## config.mk

```make
export PLATFORM = sky130hd
export DESIGN_NAME = adc_display_sequencer
export DESIGN_NICKNAME = d
export VERILOG_FILES = /design/src/rtl/adc_display_sequencer.sv
export SDC_FILE = /design/constraint.sdc
export NUM_CORES = 1
export LEC_CHECK = 0
export ABC_CLOCK_PERIOD_IN_PS = 5550
export CORE_ASPECT_RATIO = 1.1
export CORE_MARGIN = 5
export CORE_UTILIZATION = 49
export CTS_CLUSTER_DIAMETER = 40
export DETAILED_ROUTE_END_ITERATION = 12
export HOLD_SLACK_MARGIN = 0.05
export PLACE_DENSITY = 0.85
export SKIP_CTS_REPAIR_TIMING = 1
export SYNTH_ARGS = -nofsm -noshare
export SYNTH_HDL_FRONTEND = slang
export SYNTH_SLANG_ARGS = --single-unit
```

## constraint.sdc

```tcl
create_clock -name clk -period 5.55 [get_ports clk]
set_input_delay 1.3875 -clock clk [delete_from_list [all_inputs] [get_ports clk]]
set_output_delay 1.3875 -clock clk [all_outputs]
set_load 0.01 [all_outputs]
```

## src/rtl/adc_display_sequencer.sv

```systemverilog
// Front-panel display sequencer: debounced buttons step source/tap/radix/channel selection.
// Define AUTO_SCAN_EN to add the SCAN source state that cycles channels on a dwell timer.
module adc_display_sequencer #(
  parameter int NUM_CH       = 3,
  parameter int DATA_W       = 16,
  parameter int DEBOUNCE_CYC = 1_000_000,
  parameter int SCAN_CYC     = 100_000_000
) (
  input  logic                        clk,
  input  logic                        reset,
  input  logic                        btn_mode,
  input  logic                        btn_proc,
  input  logic                        btn_radix,
  input  logic                        btn_ch,
  input  logic [DATA_W-1:0]           switches_in,
  input  logic [NUM_CH*3*DATA_W-1:0]  ch_data,
  input  logic [DATA_W-1:0]           bcd_in,
  output logic [DATA_W-1:0]           bin_out,
  output logic [DATA_W-1:0]           display_out,
  output logic [$clog2(NUM_CH)-1:0]   ch_sel,
  output logic [NUM_CH-1:0]           ch_en,
  output logic [1:0]                  proc_sel,
  output logic [1:0]                  src_state,
  output logic                        radix_bcd
);
  localparam int CH_W = $clog2(NUM_CH);
  localparam int DB_W = $clog2(DEBOUNCE_CYC);

  typedef enum logic [1:0] {
    S_ZERO   = 2'd0,
    S_SWITCH = 2'd1,
    S_ADC    = 2'd2,
    S_SCAN   = 2'd3
  } src_t;

  if (NUM_CH < 2 || NUM_CH > 8 || DEBOUNCE_CYC < 2 || SCAN_CYC < 2) begin : g_param_check
    $error("adc_display_sequencer: parameter out of range");
  end

  logic [3:0] btn_raw;
  logic [3:0] press;
  assign btn_raw = {btn_ch, btn_radix, btn_proc, btn_mode};

  // Counter runs only while the synchronised level differs from the accepted one.
  for (genvar b = 0; b < 4; b++) begin : g_db
    logic            s1, s2, lvl, lvl_d;
    logic [DB_W-1:0] cnt;
    always_ff @(posedge clk) begin
      if (reset) begin
        s1    <= 1'b0;
        s2    <= 1'b0;
        lvl   <= 1'b0;
        lvl_d <= 1'b0;
        cnt   <= '0;
      end else begin
        s1    <= btn_raw[b];
        s2    <= s1;
        lvl_d <= lvl;
        if (s2 == lvl) begin
          cnt <= '0;
        end else if (cnt == DB_W'(DEBOUNCE_CYC - 1)) begin
          lvl <= s2;
          cnt <= '0;
        end else begin
          cnt <= cnt + DB_W'(1);
        end
      end
    end
    assign press[b] = lvl & ~lvl_d;
  end

  logic [DATA_W-1:0] taps [NUM_CH][3];
  for (genvar c = 0; c < NUM_CH; c++) begin : g_ch
    for (genvar t = 0; t < 3; t++) begin : g_tap
      assign taps[c][t] = ch_data[(3*c+t)*DATA_W +: DATA_W];
    end
  end

  src_t              state, state_nxt;
  logic [1:0]        proc_nxt;
  logic              radix_nxt;
  logic [CH_W-1:0]   ch_nxt;
  logic [DATA_W-1:0] bin_nxt;
  logic              ch_step;

`ifdef AUTO_SCAN_EN
  localparam int SC_W = $clog2(SCAN_CYC);
  logic [SC_W-1:0] scan_tmr, scan_tmr_nxt;
`endif

  always_comb begin
    state_nxt = state;
    proc_nxt  = proc_sel;
    radix_nxt = radix_bcd;
    ch_nxt    = ch_sel;
    ch_step   = 1'b0;
    bin_nxt   = '0;

    if (press[0]) begin
      case (state)
        S_ZERO:   state_nxt = S_SWITCH;
        S_SWITCH: state_nxt = S_ADC;
`ifdef AUTO_SCAN_EN
        S_ADC:    state_nxt = S_SCAN;
`endif
        default:  state_nxt = S_ZERO;
      endcase
    end
    if (press[1]) proc_nxt = (proc_sel == 2'd2) ? 2'd0 : proc_sel + 2'd1;
    if (press[2]) radix_nxt = ~radix_bcd;

`ifdef AUTO_SCAN_EN
    // Timer idles at zero outside SCAN, so entering SCAN always starts a full dwell.
    scan_tmr_nxt = '0;
    if (state == S_SCAN) begin
      if (scan_tmr == SC_W'(SCAN_CYC - 1)) ch_step = 1'b1;
      else                                 scan_tmr_nxt = scan_tmr + SC_W'(1);
    end else begin
      ch_step = press[3];
    end
`else
    ch_step = press[3];
`endif
    if (ch_step) ch_nxt = (ch_sel == CH_W'(NUM_CH - 1)) ? '0 : ch_sel + CH_W'(1);

    case (state)
      S_ZERO:   bin_nxt = '0;
      S_SWITCH: bin_nxt = switches_in;
      default:  bin_nxt = taps[ch_sel][proc_sel];
    endcase
  end

  always_ff @(posedge clk) begin
    if (reset) begin
      state     <= S_ZERO;
      proc_sel  <= '0;
      radix_bcd <= 1'b0;
      ch_sel    <= '0;
      bin_out   <= '0;
    end else begin
      state     <= state_nxt;
      proc_sel  <= proc_nxt;
      radix_bcd <= radix_nxt;
      ch_sel    <= ch_nxt;
      bin_out   <= bin_nxt;
    end
  end

`ifdef AUTO_SCAN_EN
  always_ff @(posedge clk) begin
    if (reset) scan_tmr <= '0;
    else       scan_tmr <= scan_tmr_nxt;
  end
`endif

  assign src_state   = state;
  assign ch_en       = NUM_CH'(1) << ch_sel;
  assign display_out = radix_bcd ? bcd_in : bin_out;

endmodule

```

Yosys cells after proc, flatten, opt, wreduce, memory -nomap -nowiden
Index checks and enable logic that the tools add are counted.
{"block": "word_totals", "register_bits": 119, "input_bits": 182, "output_inout_bits": 42, "wordCells": 80}
{"block": "op_classes", "addsub": 6, "order_cmp": 2, "n_eq_ne": 11, "n_shift": 1, "muxes": 11, "bitwise": 15, "reduce_logical": 9}
{"op": "binary-select mux 48 bit (select 2 bit)", "count": 1}
{"op": "two-way mux 48 bit", "count": 2}
{"op": "adder 20 x 1 -> 20 bit, second input constant", "count": 4}
{"op": "== test 20 bit, second input constant", "count": 4}
{"op": "two-way mux 16 bit", "count": 3}
{"op": "binary-select mux 16 bit (select 2 bit)", "count": 1}
{"op": "one-hot mux 16 bit (2 select lines)", "count": 1}
{"op": "OR reduction 3 bit", "count": 4}
{"op": "inverter 1 bit", "count": 9}
{"op": "AND reduction 2 bit", "count": 4}
{"op": ">= comparator 3 bit, second input constant", "count": 2}
{"op": "inverter 2 -> 3 bit", "count": 2}
{"op": "adder 2 x 1 -> 2 bit, second input constant", "count": 2}
{"op": "bitwise AND 1 bit", "count": 4}
{"op": "== test 1 bit", "count": 4}
{"op": "== test 2 bit, second input constant", "count": 2}
{"op": "two-way mux 2 bit", "count": 2}
{"op": "one-hot mux 2 bit (2 select lines)", "count": 1}
{"op": "<< shifter 1 x 2 -> 3 bit, first input constant", "count": 1}
{"op": "== test 2 x 1 -> 1 bit, second input constant", "count": 1}
{"op": "zero test 2 bit", "count": 1}

Longest topological paths before layout
Gate-level depths: netlist of run 1.
{"block": "depth", "ltp_word": 8, "mapped_depth": 7, "depth_no_buf": 5}

Least setup slack after synthesis of run 1
No wires, ideal clock.
{"block": "synth_timing", "kind": "input to output", "from": "input bcd_in[0]", "to": "output display_out[0]", "arrival_time_ns": 1.663, "t_required_ns": 4.163, "path_slack_ns": 2.500, "cell_stages": 1, "n_path_buf": 0, "cell_sequence": "mux2_2"}
{"block": "synth_between", "elab_chain_len": 1}
{"item": "start, declared", "line": "17", "source": "input logic [DATA_W-1:0] bcd_in,"}
{"item": "two-way mux 16 bit", "line": "158", "source": "assign display_out = radix_bcd ? bcd_in : bin_out;"}
{"item": "end, declared", "line": "19", "source": "output logic [DATA_W-1:0] display_out,"}
No other way between the ends.

Final worst setup path of run 1
{"block": "layout_timing", "from": "input bcd_in[10]", "to": "output display_out[10]"}
Same word-level chain as after synthesis.

==> implementation parameters, run 1 <==
Parameter                              Value

Synthesis
  Leading post-synthesis cells by instance count ... sky130_fd_sc_hd__dfxtp_1 (119), sky130_fd_sc_hd__nor2_1 (69), sky130_fd_sc_hd__mux2_2 (48), sky130_fd_sc_hd__nand2_1 (40), sky130_fd_sc_hd__nand3_1 (33)
  Count of flip-flops with a built-in enable after synthesis ... 0
  Seq/Total Area, Yosys ... 37.9%
  Count of unique library cells instantiated by Yosys ... 49
  Synth area leader ... sky130_fd_sc_hd__dfxtp_1
  Synthesized netlist net count ... 898
  Gate count after technology mapping ... 712
  Mean Syn Cell Area ... 8.82 um^2
  Xor-xnor portion of the synthesized cell area ... 7.39%
  Primary FF master, synth ... sky130_fd_sc_hd__dfxtp_1
  Post-synth ARST share ... 0%
  Cell area after technology mapping ... 6280 um^2
  Seq cells post-synth ... 119
  Fraction of post-synthesis cell area in the top cell type by area ... 37.9%
  Area fraction in and, or, nand and nor cells after synthesis ... 23.1%
  Top cells by area, synth ... sky130_fd_sc_hd__dfxtp_1 (38%), sky130_fd_sc_hd__mux2_2 (8.6%), sky130_fd_sc_hd__xnor2_1 (4.3%)
  Warning count from the yosys run ... 0
  Multiplexer area fraction after synthesis ... 11.3%
  Most instantiated library cell after synthesis ... sky130_fd_sc_hd__dfxtp_1
  Synth Area in Compound Gates ... 15.8%
  Dominant combinational cell family by area after synthesis ... simple AND/OR/NAND/NOR gates
  Area share of fa/ha/maj cells after synthesis ... 0.797%

Status
  Outcome ... finished clean

Global routing
  Aggregate global routing overflow ... 0
  Global router's overall resource usage ... 25.8%
  Via count of the first global-routing pass ... 6109
  Initial antenna violation count ... 2
  Wire length of the first global-routing pass ... 31400 um
  Pin count of the biggest net entering global routing ... 49

Setup path
  Arrival time reported for the critical path endpoint ... 2620 ps
  Cell-by-cell listing of the critical path ... clkdlybuf4s50_1, mux2_2, clkdlybuf4s50_1
  Nature of the critical path startpoint ... primary input
  Worst path bufs/invs ... 2
  Most used cell along the critical path ... sky130_fd_sc_hd__clkdlybuf4s50_1
  Critical Path Sink Type ... primary output
  Required arrival time at the worst endpoint ... 4160 ps
  Biggest cell delay along the critical path ... 650 ps
  Kind of cell adding the most delay to the critical path ... buffers and inverters
  Worst-path cell with the longest stage delay ... sky130_fd_sc_hd__clkdlybuf4s50_1
  Class of the most critical setup path ... primary input to primary output
  Worst Path Max Fanout ... 1

Clock network
  Clock transition time at the flip-flop clock pins of the worst setup and hold paths ... 50 ps
  Clock insertion delay at the later pin of the skew report ... 410 ps
  Number of buffers created by CTS ... 17
  CTS sink count ... 119
  Clock tree buffer depth ... 2
  CTS tree ... built
  CTS Root Buffer Type ... sky130_fd_sc_hd__clkbuf_16
  H-tree levels ... 4

Timing
  Worst slew slack as a fraction of its limit ... 24.1%
  Fin crit period ... 4010 ps
  Worst-case clock skew ... 6.23 ps
  Final sum of negative setup slack ... 0 ps
  Setup ws final ... 1540 ps
  Slew at the pin closest to its max-slew limit ... 1130 ps
  Setup violations, final ... 0
  Endpoints failing hold ... 0
  Maximum achievable frequency ... 249 MHz
  RSZ-0062 raised after global routing ... false
  Max-slew violation total from the final report ... 0
  Fraction of the cycle the final worst path needs ... 72.3%

Placement
  Count of input and output buffers ... 223
  GPL Wtd Cong ... 0.916
  Post-place setup slack ... 1560 ps
  Sum of net half-perimeters after detailed placement ... 15200 um

Drt
  Via Count ... 6255
  Average routed wire per standard cell ... 18.5 um
  DRT iter0 DRCs ... 461
  Residual DRC count ... 0
  WL final ... 20200 um
  Antenna Nets Post-Route ... 0
  First-pass iteration count of the detailed router ... 5
  Routed via count divided by cell count ... 5.73

Final layout
  Total Nets Final ... 1108
  Layout area overhead ... 46.8%
  Number of filler cells placed in the layout ... 931
  Layout cell share with drive strength beyond 1 ... 10.8%

Power and ir drop
  Leakage ... 2.99 nW
  Switching Fraction ... 19.8%
  Switch Pwr ... 0.000416 W
  Internal Pwr Total ... 0.00168 W
  Power per cell area ... 228 nW/um^2
  Clock group share of total power ... 50.7%
  Sequential cell fraction of total power ... 41.1%
  Worst voltage drop across the vdd grid ... 0.205 mV
  Part of the power in combinational logic ... 8.3%

Hold path
  Classification of the worst-slack hold path ... flop to flop

Floorplanning
  Std cell rows ... 43
  Die footprint ... 15200 um^2
  Die Wd ... 118 um
  I/O pin count ... 224
  Height of the chip ... 129 um
  Placeable core region ... 12600 um^2
  Initial standard-cell utilization of the core ... 49.9%

Job
  Number of max-capacitance violations reported ... 0
-- layout by cell type, fill, tap and decap left out, types with 22 or more instances in the layout --
master                            instances
sky130_fd_sc_hd__nand3_1                 33
sky130_fd_sc_hd__dfxtp_1                118
sky130_fd_sc_hd__xnor2_1                 31
sky130_fd_sc_hd__o21ai_0                 31
sky130_fd_sc_hd__clkdlybuf4s50_1        223
sky130_fd_sc_hd__mux2_2                  48
sky130_fd_sc_hd__xor2_1                  22
sky130_fd_sc_hd__nor2_1                  69
sky130_fd_sc_hd__a21oi_1                 31
sky130_fd_sc_hd__nand2_1                 40
-- registers in the layout (all words and copies together) (netlist names) --
signal / flops
bin_out: 16
ch_sel: 2
g_db.cnt: 80
g_db.lvl: 4
g_db.lvl_d: 4
g_db.s1: 4
g_db.s2: 4
proc_sel: 2
radix_bcd: 1
src_state: 2
-- final timing paths --
path	from	endpoint	slack [ps]	cells after the start
max	bcd_in[10]	display_out[10]	1540	3
max reg2reg	ch_sel[0]	bin_out[3]	2960	6
min reg2reg	g_db[2].s1	g_db[2].s2	440	1
min	g_db[2].s1	g_db[2].s2	440	1
-- per-layer routing --
metal  up-vias  GRT usage [%]  part of all wire [%]
li1       3069              -                     -
met1      2931           30.1                    40
met2       213           45.1                    50
met3        40           6.15                   6.4
met4         2           11.8                   3.0
met5         -              0                 0.035
-- power by group through the flow --
stage	sequential, W	clock [W]	combinational, W
global placement	0.000879	0	0.000169
finish	0.000861	0.00106	0.000174
floorplan	0.000878	0	0.0000354
global route	0.000861	0.00112	0.000184
detailed placement	0.000879	0	0.000172
CTS	0.000861	0.00108	0.000174
-- worst register-to-register path, cell delays in order, from the launching register on --
cell and delay, ps:
sky130_fd_sc_hd__dfxtp_2 730, sky130_fd_sc_hd__buf_4 500, sky130_fd_sc_hd__nor2b_4 70, sky130_fd_sc_hd__buf_4 300, sky130_fd_sc_hd__a221oi_1 460, sky130_fd_sc_hd__a211oi_1 140
sky130_fd_sc_hd__a221o_1 280
-- metrics by stage --
stage                     instances  hold WS (ps)  utilization, %  power (W)  cell area, um^2
after floorplan                 712           414               -   0.000914             6280
after global placement         1060           416            68.6    0.00105             8640
after detailed placement       1060           423            68.6    0.00105             8640
after CTS                      1091           439            73.2    0.00212             9220
after global routing           1092           455            73.2    0.00217             9220
final                          1092           439            73.2    0.00210             9220
-- area by class of cell --
cell class | instances | area [um^2] | area share [%]
Tap cell | 157 | 196 | 2.13
Sequential cell | 119 | 2380 | 25.9
Timing Repair Buffer | 232 | 2300 | 24.9
Clock inverter | 8 | 97.6 | 1.06
Multi-Input combinational cell | 535 | 3700 | 40.1
Antenna cell | 1 | 2.50 | 0.0271
Clock buffer | 23 | 478 | 5.19
Inverter | 17 | 63.8 | 0.692
-- kinds of logic (layout without fill, tap and decap cells) --
| kind of cell | count (synthesis) | count (layout) |
|---|---|---|
| other | 0 | 1 |
| and+or+nand+nor | 268 | 268 |
| muxes | 65 | 65 |
| adders and majority gates | 4 | 4 |
| AOI/OAI and AO/OA | 145 | 145 |
| DFF | 119 | 119 |
| buffers and inverters | 58 | 280 |
| xor gates and xnor gates | 53 | 53 |
No activity file was read; power rests on OpenSTA's default activity.
==> inputs of run 2 (changes only) <==
ABC_CLOCK_PERIOD_IN_PS = 3550   (was 5550)
CORE_UTILIZATION = 41   (was 49)
PLACE_DENSITY = 0.76   (was 0.85)
clock period = 3.55 ns   (was 5.55 ns; I/O delays follow)
==> implementation parameters, run 2 (synthesis results as in run 1) <==
Parameter                              Value

Clock network
  H-tree levels ... 4 (unchanged)
  Number of buffers created by CTS ... 17 (unchanged)
  Clock tree buffer depth ... 2 (unchanged)
  CTS Root Buffer Type ... sky130_fd_sc_hd__clkbuf_16 (unchanged)
  CTS sink count ... 119 (unchanged)
  Clock transition time at the flip-flop clock pins of the worst setup and hold paths ... 50 ps (about the same)
  Clock insertion delay at the later pin of the skew report ... 410 ps (about the same)
  CTS tree ... built (unchanged)

Setup path
  Nature of the critical path startpoint ... flop (was primary input)
  Arrival time reported for the critical path endpoint ... 2380 ps (was 2620 ps)
  Critical Path Sink Type ... primary output (unchanged)
  Class of the most critical setup path ... flop to primary output (was primary input to primary output)
  Worst Path Max Fanout ... 49 (was 1)
  Required arrival time at the worst endpoint ... 2660 ps (was 4160 ps)

Power and ir drop
  Clock group share of total power ... 52.4% (was 50.7%)
  Worst voltage drop across the vdd grid ... 0.252 mV (was 0.205 mV)
  Switching Fraction ... 19.4% (was 19.8%)
  Switch Pwr ... 0.000659 W (was 0.000416 W)
  Internal Pwr Total ... 0.00273 W (was 0.00168 W)
  Leakage ... 3.00 nW (was 2.99 nW)
  Part of the power in combinational logic ... 7.9% (was 8.3%)
  Power per cell area ... 364 nW/um^2 (was 228 nW/um^2)
  Sequential cell fraction of total power ... 39.7% (was 41.1%)

Timing
  Final sum of negative setup slack ... 0 ps (unchanged)
  Fraction of the cycle the final worst path needs ... 92.1%
  Slew at the pin closest to its max-slew limit ... 1150 ps (was 1130 ps)
  Max-slew violation total from the final report ... 0 (unchanged)
  RSZ-0062 raised after global routing ... false (unchanged)
  Worst-case clock skew ... 3.61 ps (was 6.23 ps)
  Fin crit period ... 3270 ps
  Worst slew slack as a fraction of its limit ... 22.7% (was 24.1%)
  Endpoints failing hold ... 0 (unchanged)
  Setup violations, final ... 0 (unchanged)
  Maximum achievable frequency ... 306 MHz

Placement
  GPL Wtd Cong ... 0.849 (was 0.916)
  Sum of net half-perimeters after detailed placement ... 15800 um (was 15200 um)
  Instance area after placement ... 8690 um^2 (was 8640 um^2)
  Count of input and output buffers ... 223 (unchanged)

Final layout
  Largest register FFs ... 80 (unchanged)
  Final non-filler cell area ... 9310 um^2 (was 9220 um^2)
  Total Nets Final ... 1108 (unchanged)
  Layout area overhead ... 48.3% (was 46.8%)
  Register containing the most flip-flops in the final layout ... g_db.cnt (unchanged)
  Layout cell share with drive strength beyond 1 ... 10.7% (was 10.8%)
  Biggest registers after layout ... g_db.cnt: 80 flops, bin_out: 16 flops (unchanged)
  Most common library cell in the layout ignoring fill and taps ... sky130_fd_sc_hd__clkdlybuf4s50_1 (unchanged)
  Leading cell types in the layout, fill and taps excluded ... sky130_fd_sc_hd__clkdlybuf4s50_1 (223), sky130_fd_sc_hd__dfxtp_1 (118), sky130_fd_sc_hd__nor2_1 (69) (unchanged)

Drt
  DRT iter0 DRCs ... 436 (was 461)
  Via Count ... 6205 (was 6255)
  Antenna Nets Post-Route ... 0 (unchanged)
  Routed via count divided by cell count ... 5.46 (was 5.73)
  Residual DRC count ... 0 (unchanged)
  WL final ... 20600 um (was 20200 um)
  First-pass iteration count of the detailed router ... 5 (unchanged)
  Average routed wire per standard cell ... 18.1 um (was 18.5 um)

Global routing
  Wire length of the first global-routing pass ... 31100 um (was 31400 um)
  Aggregate global routing overflow ... 0 (unchanged)
  Initial antenna violation count ... 8 (was 2)
  Pin count of the biggest net entering global routing ... 53 (was 49)
  Global router's overall resource usage ... 22.1% (was 25.8%)
  Via count of the first global-routing pass ... 5823 (was 6109)

Floorplanning
  Die footprint ... 17900 um^2 (was 15200 um^2)
  Std cell rows ... 47 (was 43)
  I/O pin count ... 224 (unchanged)
  Initial standard-cell utilization of the core ... 41.7% (was 49.9%)
  Height of the chip ... 140 um (was 129 um)
  Placeable core region ... 15100 um^2 (was 12600 um^2)
  Die Wd ... 128 um (was 118 um)

Job
  Number of max-capacitance violations reported ... 0 (unchanged)

Status
  Outcome ... finished clean (unchanged)

Hold path
  Classification of the worst-slack hold path ... flop to flop (unchanged)
[run 2: cell types whose count changed in the layout (fill, tap and decap cells not counted), sizes merged]
cell,before,now
bufinv,2,4
diode,1,7
clkbuf,23,22
clkinvlp,3,2
[run 2: worst paths after layout]
kind | from | to | slack [ps] | depth (start not counted)
worst max-delay path | ch_sel[1] | ch_en[2] | 280 | 2
worst min-delay path | g_db[1].s1 | g_db[1].s2 | 430 | 1
worst max register to register | ch_sel[0] | bin_out[2] | 1380 | 5
worst min register to register | g_db[1].s1 | g_db[1].s2 | 430 | 1
[run 2: final cells by class]
cell class,count,area [um^2]
Fill cell,1301,5740
Multi-Input combinational cell,535,3700
Sequential cell,119,2380
Timing Repair Buffer,232,2300
Clock buffer,22,454
Tap cell,196,245
Clock inverter,9,150
Inverter,17,63.8
Antenna cell,7,17.5
[run 2: power groups by stage]
stage / logic [W] / clock network (W) / registers [W]
after floorplan: 0.0000553 / 0 / 0.00137
after global placement: 0.000266 / 0 / 0.00137
after detailed placement: 0.000268 / 0 / 0.00137
after CTS: 0.000270 / 0.00181 / 0.00135
after global routing: 0.000286 / 0.00186 / 0.00135
final: 0.000269 / 0.00178 / 0.00135
[run 2: worst max-delay path: stages (launching register included)]
cell	delay (ps)
sky130_fd_sc_hd__dfxtp_1	320
sky130_fd_sc_hd__nor2b_4	910
sky130_fd_sc_hd__clkdlybuf4s50_1	720
[run 2: layer usage]
metal	share of wire, %	up-vias	wire length [um]	GRT usage (%)
li1	-	3055	-	-
met1	40	2892	8220	25.7
met2	48	210	9780	35.8
met3	8.5	44	1750	6.75
met4	3.9	4	811	12.7
met5	0.10	-	21	0
[run 2: through the flow]
| stage | hold slack [ps] | std cells | worst slack (ps) | utilization (%) | total power, W |
|---|---|---|---|---|---|
| CTS | 435 | 1130 | 290 | 61.7 | 0.00342 |
| detailed placement | 422 | 1099 | 523 | 57.7 | 0.00164 |
| global route | 452 | 1136 | 167 | 61.8 | 0.00349 |
| floorplan | 414 | 712 | 1240 | - | 0.00143 |
| global placement | 420 | 1099 | 534 | 57.7 | 0.00164 |
| finish | 432 | 1137 | 282 | 61.8 | 0.00339 |
==> inputs of run 3 (changes only) <==
ABC_CLOCK_PERIOD_IN_PS = 3700   (was 3550)
CORE_UTILIZATION = 46   (was 41)
PLACE_DENSITY = 0.81   (was 0.76)
clock period = 3.7 ns   (was 3.55 ns; I/O delays follow)
==> implementation parameters, run 3 (synthesis results as in run 1) <==
Parameter                              Value

Drt
  Via Count ... 6165 (was 6205)
  First-pass iteration count of the detailed router ... 5 (unchanged)
  DRT iter0 DRCs ... 622 (was 436)
  Residual DRC count ... 0 (unchanged)
  Antenna Nets Post-Route ... 0 (unchanged)
  WL final ... 20400 um (was 20600 um)
  Routed via count divided by cell count ... 5.50 (was 5.46)
  Average routed wire per standard cell ... 18.2 um (was 18.1 um)

Power and ir drop
  Pwr Total ... 0.00319 W (was 0.00339 W)
  Worst voltage drop across the vdd grid ... 0.357 mV (was 0.252 mV)
  Leakage ... 3.00 nW (about the same)
  Power per cell area ... 344 nW/um^2 (was 364 nW/um^2)

Floorplanning
  Die Wd ... 121 um (was 128 um)
  Initial standard-cell utilization of the core ... 47.1% (was 41.7%)
  Height of the chip ... 133 um (was 140 um)
  Die footprint ... 16100 um^2 (was 17900 um^2)
  I/O pin count ... 224 (unchanged)
  Placeable core region ... 13300 um^2 (was 15100 um^2)
  Std cell rows ... 44 (was 47)

Status
  Outcome ... finished clean (unchanged)

Final layout
  Multi-input gate area ... 3700 um^2 (unchanged)
  Number of filler cells placed in the layout ... 1082 (was 1301)
  Layout cell share with drive strength beyond 1 ... 11.3% (was 10.7%)
  Most common library cell in the layout ignoring fill and taps ... sky130_fd_sc_hd__clkdlybuf4s50_1 (unchanged)
  Seq. cell area ... 2380 um^2 (unchanged)
  Register containing the most flip-flops in the final layout ... g_db.cnt (unchanged)
  Layout area overhead ... 47.7% (was 48.3%)
  Leading cell types in the layout, fill and taps excluded ... sky130_fd_sc_hd__clkdlybuf4s50_1 (223), sky130_fd_sc_hd__dfxtp_1 (118), sky130_fd_sc_hd__nor2_1 (69) (unchanged)
  Post-route non-filler standard cell count ... 1121 (was 1137)
  Biggest registers after layout ... g_db.cnt: 80 flops, bin_out: 16 flops (unchanged)
  Total Nets Final ... 1109 (was 1108)
  Largest register FFs ... 80 (unchanged)

Timing
  Maximum achievable frequency ... 320 MHz
  Worst-case clock skew ... 6.39 ps (was 3.61 ps)
  RSZ-0062 raised after global routing ... false (unchanged)
  Fin crit period ... 3130 ps
  Setup violations, final ... 0 (unchanged)
  Worst slew slack as a fraction of its limit ... 21.5% (was 22.7%)
  Final sum of negative setup slack ... 0 ps (unchanged)
  Fraction of the cycle the final worst path needs ... 84.5%
  Setup ws final ... 572 ps (was 282 ps)
  Slew at the pin closest to its max-slew limit ... 1170 ps (was 1150 ps)
  Endpoints failing hold ... 0 (unchanged)
  Worst hold slack after final layout ... 431 ps (was 432 ps)
  Max-slew violation total from the final report ... 0 (unchanged)

Clock network
  Number of buffers created by CTS ... 17 (unchanged)
  H-tree levels ... 4 (unchanged)
  Clock transition time at the flip-flop clock pins of the worst setup and hold paths ... 60 ps (was 50 ps)
  Clock insertion delay at the later pin of the skew report ... 420 ps (was 410 ps)
  CTS tree ... built (unchanged)
  CTS Root Buffer Type ... sky130_fd_sc_hd__clkbuf_16 (unchanged)
  Clock tree buffer depth ... 2 (unchanged)
  CTS sink count ... 119 (unchanged)

Setup path
  R2r worst-path depth ... 5 (unchanged)
  Nature of the critical path startpoint ... flop (unchanged)
  R2R Path End ... bin_out[5] (was bin_out[2])
  Class of the most critical setup path ... flop to primary output (unchanged)
  Biggest cell delay along the critical path ... 640 ps (was 910 ps)
  Required arrival time at the worst endpoint ... 2770 ps (was 2660 ps)
  Arrival time reported for the critical path endpoint ... 2200 ps (was 2380 ps)
  Cell-by-cell listing of the critical path ... buf_4, mux2_2, clkdlybuf4s50_1 (was nor2b_4, clkdlybuf4s50_1)
  Worst-path cell with the longest stage delay ... sky130_fd_sc_hd__dfxtp_1 (was sky130_fd_sc_hd__nor2b_4)
  Worst path bufs/invs ... 2 (was 1)
  Worst Path Max Fanout ... 10 (was 49)
  Critical Path Sink Type ... primary output (unchanged)
  R2R Path Start ... ch_sel[0] (unchanged)
  Worst reg-to-reg setup slack ... 1310 ps (was 1380 ps)
  Kind of cell adding the most delay to the critical path ... buffers and inverters (was simple AND/OR/NAND/NOR gates)

Hold path
  Hold Startpoint ... g_db[1].s1 (unchanged)
  Classification of the worst-slack hold path ... flop to flop (unchanged)
  Worst-case hold path end point ... g_db[1].s2 (unchanged)
  Min-Delay Path Depth ... 1 (unchanged)

Global routing
  Initial antenna violation count ... 2 (was 8)
  Via count of the first global-routing pass ... 5718 (was 5823)
  Global router's overall resource usage ... 24.6% (was 22.1%)
  Aggregate global routing overflow ... 0 (unchanged)
  Wire length of the first global-routing pass ... 31100 um (about the same)
  Pin count of the biggest net entering global routing ... 49 (was 53)

Placement
  Sum of net half-perimeters after detailed placement ... 15300 um (was 15800 um)
  Placed insts ... 1088 (was 1099)
  Post-place setup slack ... 621 ps (was 523 ps)
  Count of input and output buffers ... 223 (unchanged)
  GPL Wtd Cong ... 0.880 (was 0.849)

Job
  Number of max-capacitance violations reported ... 0 (unchanged)
## run 3: metal layers
metal	global-route usage, %	wire, um	up-vias
li1	-	-	3061
met1	29.5	8460	2889
met2	41.8	9990	190
met3	6.92	1540	25
met4	8.66	450	0
met5	0	0	-
## run 3: worst max-delay path by stage
stage	from	end	slack [ps]	cells past startpoint
after floorplan	radix_bcd	display_out[10]	1350	3
after global placement	bcd_in[10]	display_out[10]	610	3
after detailed placement	bcd_in[10]	display_out[10]	620	3
after CTS	radix_bcd	display_out[14]	560	3
after global routing	radix_bcd	display_out[11]	510	3
final	radix_bcd	display_out[11]	570	3
## run 3: report_power, final
part | leakage [nW] | internal [W] | switching, W
logic | 1.76 | 0.000198 | 0.0000613
registers | 0.961 | 0.00129 | 0.00000327
clock network | 0.283 | 0.00101 | 0.000624
## run 3: per-stage QoR
stage | instance area [um^2] | util, %
4_1_cts | 9270 | 69.6
2_1_floorplan | 6280 | -
6_report | 9270 | 69.6
5_1_grt | 9270 | 69.6
3_5_place_dp | 8680 | 65.2
3_3_place_gp | 8680 | 65.2
## run 3: final cells by class
class,count,area share [%]
Multi-Input combinational cell,535,39.9
Timing Repair Buffer,233,24.9
Antenna cell,1,0.0270
Inverter,17,0.688
Tap cell,184,2.48
Clock buffer,18,4.74
Clock inverter,14,1.62
Sequential cell,119,25.7
